===== config.mk =====
export PLATFORM = sky130hd
export DESIGN_NAME = fetch_pc_unit_flat
export DESIGN_NICKNAME = d
export VERILOG_FILES = /design/src/rtl/fetch_pc_unit_pkg.sv /design/src/rtl/fetch_pc_unit_if.sv /design/src/rtl/fetch_pc_unit_branch_cond.sv /design/src/rtl/fetch_pc_unit.sv /design/src/flat_wrapper.sv
export SDC_FILE = /design/constraint.sdc
export NUM_CORES = 1
export LEC_CHECK = 0
export ABC_AREA = 1
export BUFFER_PORTS_ARGS = -buffer_cell sky130_fd_sc_hd__buf_2
export CORE_ASPECT_RATIO = 2
export CORE_MARGIN = 8
export CORE_UTILIZATION = 55
export CTS_CLUSTER_SIZE = 16
export DETAILED_ROUTE_END_ITERATION = 12
export PLACE_DENSITY = 0.95
export SETUP_SLACK_MARGIN = 0.4
export SLEW_MARGIN = 10
export SYNTH_ARGS = -nofsm -noshare
export SYNTH_HDL_FRONTEND = slang
export SYNTH_SLANG_ARGS = --single-unit
export TNS_END_PERCENT = 100

===== constraint.sdc =====
create_clock -name clk -period 4.35 [get_ports clk]
set_input_delay 0.87 -clock clk [delete_from_list [all_inputs] [get_ports clk]]
set_output_delay 0.87 -clock clk [all_outputs]
set_load 0.01 [all_outputs]

===== src/rtl/fetch_pc_unit_pkg.sv =====
// Shared types and constants for the fetch/PC stage of the 16-bit core.
// Latency: n/a (declarations only).
// Backpressure: n/a.
package cpu_pkg;

    // Fetch-stage sequencing states
    typedef enum logic [1:0] {
        ST_IDLE   = 2'd0,
        ST_FETCH  = 2'd1,
        ST_EXEC   = 2'd2,
        ST_HALTED = 2'd3
    } state_t;

    // Branch condition codes carried in instr[11:9]
    localparam logic [2:0] CC_NE  = 3'b000;
    localparam logic [2:0] CC_EQ  = 3'b001;
    localparam logic [2:0] CC_GT  = 3'b010;
    localparam logic [2:0] CC_LT  = 3'b011;
    localparam logic [2:0] CC_GE  = 3'b100;
    localparam logic [2:0] CC_LE  = 3'b101;
    localparam logic [2:0] CC_OV  = 3'b110;
    localparam logic [2:0] CC_UNC = 3'b111;

    // Bit positions inside the {Z,V,N} flag vector
    localparam int FLAG_Z = 2;
    localparam int FLAG_V = 1;
    localparam int FLAG_N = 0;

    // Word-granular PC-relative offset: sign-extend the 9-bit immediate, scale by 2
    function automatic logic [15:0] br_offset(input logic [8:0] imm);
        return {{6{imm[8]}}, imm, 1'b0};
    endfunction

endpackage


===== src/rtl/fetch_pc_unit_if.sv =====
// Bundle of fetch-stage signals: imem port, decode handshake, flag update, status.
// Latency: n/a (wiring only).
// Backpressure: stall from the data side holds EXEC; imem_ready gates FETCH.
interface fetch_pc_unit_if;
    logic        imem_req;
    logic [15:0] imem_addr;
    logic [15:0] imem_rdata;
    logic        imem_ready;
    logic [15:0] instr;
    logic        instr_valid;
    logic [15:0] pc;
    logic [15:0] pc_plus2;
    logic        branch;
    logic        branch_reg;
    logic        halt;
    logic [15:0] rs_data;
    logic [2:0]  flag_we;
    logic [2:0]  flag_in;
    logic        stall;
    logic        branch_taken;
    logic        halted;

    // Fetch unit side
    modport master (
        output imem_req, imem_addr, instr, instr_valid, pc, pc_plus2,
               branch_taken, halted,
        input  imem_rdata, imem_ready, branch, branch_reg, halt, rs_data,
               flag_we, flag_in, stall
    );

    // Memory / decode / datapath side
    modport slave (
        input  imem_req, imem_addr, instr, instr_valid, pc, pc_plus2,
               branch_taken, halted,
        output imem_rdata, imem_ready, branch, branch_reg, halt, rs_data,
               flag_we, flag_in, stall
    );
endinterface


===== src/rtl/fetch_pc_unit_branch_cond.sv =====
// Evaluates a branch condition code against the {Z,V,N} flags.
// Latency: combinational.
// Backpressure: none.
module branch_cond
    import cpu_pkg::*;
(
    input  logic [2:0] i_cc,
    input  logic [2:0] i_flags,
    output logic       o_cond_met
);
    logic w_z;
    logic w_v;
    logic w_n;

    assign w_z = i_flags[FLAG_Z];
    assign w_v = i_flags[FLAG_V];
    assign w_n = i_flags[FLAG_N];

    // Condition table; GE is "equal or greater", which reduces to Z | ~N
    always_comb begin
        o_cond_met = 1'b0;
        case (i_cc)
            CC_NE:   o_cond_met = !w_z;
            CC_EQ:   o_cond_met = w_z;
            CC_GT:   o_cond_met = !w_z && !w_n;
            CC_LT:   o_cond_met = w_n;
            CC_GE:   o_cond_met = w_z || !w_n;
            CC_LE:   o_cond_met = w_n || w_z;
            CC_OV:   o_cond_met = w_v;
            default: o_cond_met = 1'b1;
        endcase
    end
endmodule


===== src/rtl/fetch_pc_unit.sv =====
// Instruction fetch + program counter: fetches at pc, presents instr to decode, picks next pc.
// Latency: 2 cycles/instruction minimum (FETCH + EXEC); +1 per imem wait cycle, +1 per stall cycle.
// Backpressure: imem_ready low extends FETCH; stall high freezes EXEC (pc and flags held).
module fetch_pc_unit
    import cpu_pkg::*;
#(
    parameter logic [15:0] RESET_PC = 16'h0000
) (
    input  logic            clk,
    input  logic            rst,
    fetch_pc_unit_if.master bus
);
    state_t      r_state;
    state_t      w_state_nxt;
    logic [15:0] r_pc;
    logic [15:0] r_instr;
    logic [2:0]  r_flags;
    logic [15:0] w_pc_plus2;
    logic [15:0] w_pc_nxt;
    logic        w_cond_met;
    logic        w_taken;
    logic        w_exec_go;

    branch_cond u_branch_cond (
        .i_cc       (r_instr[11:9]),
        .i_flags    (r_flags),
        .o_cond_met (w_cond_met)
    );

    assign w_exec_go  = (r_state == ST_EXEC) && !bus.stall;
    assign w_pc_plus2 = r_pc + 16'd2;
    // Halt overrides a simultaneous branch, so no target is ever reported with it
    assign w_taken    = (r_state == ST_EXEC) && bus.branch && !bus.halt && w_cond_met;

    // Next-PC mux: register target, PC-relative target, or fall-through
    always_comb begin
        w_pc_nxt = w_pc_plus2;
        if (w_taken) begin
            if (bus.branch_reg) begin
                w_pc_nxt = bus.rs_data;
            end else begin
                w_pc_nxt = w_pc_plus2 + br_offset(r_instr[8:0]);
            end
        end
    end

    // Next-state logic for the fetch sequencer
    always_comb begin
        w_state_nxt = r_state;
        case (r_state)
            ST_IDLE:   w_state_nxt = ST_FETCH;
            ST_FETCH:  if (bus.imem_ready) w_state_nxt = ST_EXEC;
            ST_EXEC:   if (!bus.stall) w_state_nxt = bus.halt ? ST_HALTED : ST_FETCH;
            ST_HALTED: w_state_nxt = ST_HALTED;
            default:   w_state_nxt = ST_IDLE;
        endcase
    end

    // State register
    always_ff @(posedge clk or posedge rst) begin
        if (rst) r_state <= ST_IDLE;
        else     r_state <= w_state_nxt;
    end

    // PC advances only when EXEC completes without a halt
    always_ff @(posedge clk or posedge rst) begin
        if (rst)                         r_pc <= RESET_PC;
        else if (w_exec_go && !bus.halt) r_pc <= w_pc_nxt;
    end

    // Instruction latch, loaded on the FETCH edge that sees memory ready
    always_ff @(posedge clk or posedge rst) begin
        if (rst)                                         r_instr <= 16'h0000;
        else if ((r_state == ST_FETCH) && bus.imem_ready) r_instr <= bus.imem_rdata;
    end

    // Flags update per-bit; the branch above already saw the pre-edge values
    always_ff @(posedge clk or posedge rst) begin
        if (rst)            r_flags <= 3'b000;
        else if (w_exec_go) r_flags <= (r_flags & ~bus.flag_we) | (bus.flag_in & bus.flag_we);
    end

    assign bus.imem_req     = (r_state == ST_FETCH);
    assign bus.imem_addr    = r_pc;
    assign bus.instr        = r_instr;
    assign bus.instr_valid  = (r_state == ST_EXEC);
    assign bus.pc           = r_pc;
    assign bus.pc_plus2     = w_pc_plus2;
    assign bus.branch_taken = w_taken;
    assign bus.halted       = (r_state == ST_HALTED);
endmodule

===== src/flat_wrapper.sv =====
// flat-port wrapper written by rule: the top's interface ports become plain ports
module fetch_pc_unit_flat import cpu_pkg::*;
#(
    parameter logic [15:0] RESET_PC = 16'h0000
)
  (clk, rst, bus_imem_req, bus_imem_addr, bus_instr, bus_instr_valid, bus_pc, bus_pc_plus2, bus_branch_taken, bus_halted, bus_imem_rdata, bus_imem_ready, bus_branch, bus_branch_reg, bus_halt, bus_rs_data, bus_flag_we, bus_flag_in, bus_stall);
  fetch_pc_unit_if bus_i ();
  input  logic clk;
  input  logic rst;
  output wire logic [$bits(bus_i.imem_req)-1:0] bus_imem_req;
  output wire logic [$bits(bus_i.imem_addr)-1:0] bus_imem_addr;
  output wire logic [$bits(bus_i.instr)-1:0] bus_instr;
  output wire logic [$bits(bus_i.instr_valid)-1:0] bus_instr_valid;
  output wire logic [$bits(bus_i.pc)-1:0] bus_pc;
  output wire logic [$bits(bus_i.pc_plus2)-1:0] bus_pc_plus2;
  output wire logic [$bits(bus_i.branch_taken)-1:0] bus_branch_taken;
  output wire logic [$bits(bus_i.halted)-1:0] bus_halted;
  input wire logic [$bits(bus_i.imem_rdata)-1:0] bus_imem_rdata;
  input wire logic [$bits(bus_i.imem_ready)-1:0] bus_imem_ready;
  input wire logic [$bits(bus_i.branch)-1:0] bus_branch;
  input wire logic [$bits(bus_i.branch_reg)-1:0] bus_branch_reg;
  input wire logic [$bits(bus_i.halt)-1:0] bus_halt;
  input wire logic [$bits(bus_i.rs_data)-1:0] bus_rs_data;
  input wire logic [$bits(bus_i.flag_we)-1:0] bus_flag_we;
  input wire logic [$bits(bus_i.flag_in)-1:0] bus_flag_in;
  input wire logic [$bits(bus_i.stall)-1:0] bus_stall;
  assign bus_imem_req = bus_i.imem_req;
  assign bus_imem_addr = bus_i.imem_addr;
  assign bus_instr = bus_i.instr;
  assign bus_instr_valid = bus_i.instr_valid;
  assign bus_pc = bus_i.pc;
  assign bus_pc_plus2 = bus_i.pc_plus2;
  assign bus_branch_taken = bus_i.branch_taken;
  assign bus_halted = bus_i.halted;
  assign bus_i.imem_rdata = bus_imem_rdata;
  assign bus_i.imem_ready = bus_imem_ready;
  assign bus_i.branch = bus_branch;
  assign bus_i.branch_reg = bus_branch_reg;
  assign bus_i.halt = bus_halt;
  assign bus_i.rs_data = bus_rs_data;
  assign bus_i.flag_we = bus_flag_we;
  assign bus_i.flag_in = bus_flag_in;
  assign bus_i.stall = bus_stall;
  fetch_pc_unit #(.RESET_PC(RESET_PC)) u_core (.clk(clk), .rst(rst), .bus(bus_i));
endmodule

==> results.sh <==
export IMPL_leakagePower_uw=0.00216
export IMPL_final_layout_size_suffix_gt1_frac=0.298
export IMPL_grt_pass1_wl_um=16400
export IMPL_cts_tree="built"
export IMPL_tightest_slew_ns=0.840
export IMPL_period_minus_slack_ns=2.90
export IMPL_end_kind="flip-flop"
export IMPL_fin_area_sq_mm=0.00376
export IMPL_p_switching_uw=249
export IMPL_num_rows=39
export IMPL_startpoint_type="flip-flop"
export IMPL_antenna_found_initial=0
export IMPL_r2r_start="u_core.bus.imem_addr[3]$_DFFE_PP0P_"
export IMPL_clock_skew_ns=0.00479
export IMPL_status="completed"
export IMPL_synth_top_area_share=0.292
export IMPL_globalRouteOverflowTotal=0
export IMPL_holdBufCountCts=0
export IMPL_whs_ns=0.500
export IMPL_yosysWarnings=0
export IMPL_die_w_um=69.7
export IMPL_viasPerCell=5.59
export IMPL_numCtsBuffers=5
export IMPL_clockPowerShare=0.415
export IMPL_grt_pass1_vias=3612
export IMPL_start_util=0.560
export IMPL_gp_congestion=0.936
export IMPL_power_share_combinational=0.174
export IMPL_htree_levels=2
export IMPL_synth_area_sq_mm=0.00317
export IMPL_reg2regPathDepth=17
export IMPL_track_usage=0.234
export IMPL_rsz0062_at_grt="false"
export IMPL_netlist_top_cells_area="dfrtp_1 29%, nand2_1 14%, ha_1 7.1%"
export IMPL_worstHoldStart="u_core.bus.instr[13]$_DFFE_PP0P_"
export IMPL_synth_ff_type="dfrtp_1"
export IMPL_post_cts_resized=0
export IMPL_synth_edff_count=0
export IMPL_num_antenna_cells=0
export IMPL_maxCapViolCount=0
export IMPL_crit_path_frequent_cell="nand2_1"
export IMPL_seq_area_frac_synth=0.292
export IMPL_worstPathArrival_ns=3.07
export IMPL_drtIter0Drc=190
export IMPL_drt_pass1_iterations=4
export IMPL_io_pins=113
export IMPL_r2r_end="u_core.bus.imem_addr[11]$_DFFE_PP0P_"
export IMPL_yosysUniqueCellTypes=40
export IMPL_min_to="u_core.bus.instr[13]$_DFFE_PP0P_"
export IMPL_wl_per_cell_um=17.1
export IMPL_core_sq_mm=0.00566
export IMPL_setup_viol=0
export IMPL_yosys_top_cells_count="122 x nand2_1, 50 x inv_1, 38 x a21oi_1"
export IMPL_switching_share=0.282
export IMPL_root_buffer="clkbuf_16"
export IMPL_power_uw=884
export IMPL_pwr_share_seq=0.411
export IMPL_post_synth_top_count_cell="nand2_1"
export IMPL_hold_violations=0
export IMPL_critPathMaxFanout=6
export IMPL_syn_nets=506
export IMPL_path_cells="nand2_1 > nor2_1 > nand2_1 > nor2_1 > inv_1 > nand2_1 > inv_1 > ha_1 > a21oi_1 > nand3_1 > nand2_1 > nand2_1 > xor2_1 > nand2_1 > nand2_1 > nand2_1 > nand2_1"
export IMPL_cts_setup_buffers=0
export IMPL_peakVddDrop_mv=0.378
export IMPL_hp_class="flip-flop to flip-flop"
export IMPL_syn_area_per_cell_sq_um=7.17
export IMPL_crit_required_ns=4.52
export IMPL_period_share=0.667
export IMPL_clock_sinks=37
export IMPL_synth_top_area_cell="dfrtp_1"
export IMPL_finalMaxSlewViolations=0
export IMPL_postRouteAntennaNets=0
export IMPL_p_per_area_mw_per_mm2=235
export IMPL_wl_um=10200
export IMPL_die_h_um=123
export IMPL_num_vias=3329
export IMPL_cts_buffer_depth=2
export IMPL_synthArstFlopShare=1.00
export IMPL_max_stage_delay_ns=0.47
export IMPL_io_buffers=112
export IMPL_dp_hpwl_um=8050
export IMPL_syn_inst=442
export IMPL_critical_path_class="flip-flop to flip-flop"
export IMPL_dpl_cell_area_sq_mm=0.00361
export IMPL_crit_slowest_cell="dfrtp_1"
export IMPL_drc=0
export IMPL_clk_pin_slew_worst_paths_ns=0.06
export IMPL_tns_ns=0
export IMPL_final_nets=598
export IMPL_min_path_cells=1
export IMPL_relSlewSlack=0.438
export IMPL_dieArea_sq_mm=0.00860
export IMPL_ys_ff_latch=37
export IMPL_grt_max_degree=38
export IMPL_intPower_uw=634
export IMPL_fmax_mhz=345
export IMPL_worst_r2r_setup_slack_ns=1.45
export IMPL_syn_to_final_growth_pct=18.6
export IMPL_final_util=0.664
export IMPL_clock_latency_ns=0.28
[layout by cell type (no fill, tap or decap), types with 2 or more instances in the layout]
master and count:
nand2_1 122, buf_2 112, inv_1 50, a21oi_1 38
dfrtp_1 37, nor2_1 33, nand3_1 24, ha_1 18
o21ai_0 13, mux2_2 13, xor2_1 9, nand4_1 6
o21ai_1 6, nand2_2 5, clkbuf_16 5, nor2_4 4
inv_2 3, nand3_2 3, a21oi_2 3, o21bai_1 3
o211ai_1 3, nor3_2 2, nor3_1 2, a31oi_1 2
xnor2_1 2, a21o_1 2
[power by group through the flow]
stage / combinational (uW) / sequential, uW / clock [uW]
floorplan: 91.9 / 370 / 0
global placement: 147 / 369 / 0
detailed placement: 152 / 369 / 0
CTS: 153 / 363 / 369
global route: 171 / 364 / 380
finish: 154 / 364 / 366
[metrics by stage]
step                      cells  setup slack (ns)
after floorplan             442              1.86
after global placement      588              1.55
after detailed placement    588              1.53
after CTS                   595              1.51
after global routing        595              1.19
final                       595              1.45
[sequential cells by signal, summed over array words and instances (netlist names), named ones only]
register,count
u_core.bus.imem_addr,16
u_core.r_state,2
u_core.bus.instr,16
[area by class of cell]
class / instances / area (sq um)
Fill cell: 485 / 1900
Multi-Input combinational cell: 323 / 1840
Sequential cell: 37 / 926
Timing Repair Buffer: 113 / 568
Inverter: 54 / 204
Clock buffer: 6 / 139
Tap cell: 61 / 76.3
Clock inverter: 1 / 7.51
[worst max-delay path by stage]
stage                                        start                              endpoint  slack (ns)
3_5_place_dp                              bus_halt                      bus_branch_taken        1.53
2_1_floorplan  u_core.bus.imem_addr[1]$_DFFE_PP0P_  u_core.bus.imem_addr[15]$_DFFE_PP0P_        1.86
4_1_cts        u_core.bus.imem_addr[3]$_DFFE_PP0P_  u_core.bus.imem_addr[11]$_DFFE_PP0P_        1.51
5_1_grt        u_core.bus.imem_addr[3]$_DFFE_PP0P_  u_core.bus.imem_addr[11]$_DFFE_PP0P_        1.19
3_3_place_gp                              bus_halt                      bus_branch_taken        1.55
6_report       u_core.bus.imem_addr[3]$_DFFE_PP0P_  u_core.bus.imem_addr[11]$_DFFE_PP0P_        1.45
[metal layers]
| metal | wire (um) | track usage | part of all wire | vias up |
|---|---|---|---|---|
| li1 | - | - | - | 1595 |
| met1 | 3180 | 0.189 | 0.31 | 1498 |
| met2 | 5340 | 0.430 | 0.52 | 174 |
| met3 | 846 | 0.0787 | 0.083 | 62 |
| met4 | 841 | 0.217 | 0.082 | 0 |
| met5 | 0 | 0 | 0 | - |
[critical path, delay by kind of cell (launching register included)]
kind            cells  cell delay (ns)
fa+ha+maj           1             0.35
xor+xnor            1             0.14
compound gates      1             0.27
buf+inv             2             0.15
simple gates       12             1.41
flops               1             0.47
[cell families (layout without fill, tap and decap cells)]
family	Yosys count	count (layout)	synth area share
flip-flops	37	37	0.292
adder cells (fa/ha/maj)	19	19	0.0773
multiplexers	13	13	0.0462
AO/OA/AOI/OAI	72	72	0.126
buffers and inverters	82	174	0.127
AND/OR/NAND/NOR	208	208	0.300
XOR/XNOR	11	11	0.0304
Power figures use the tool's default switching activity.
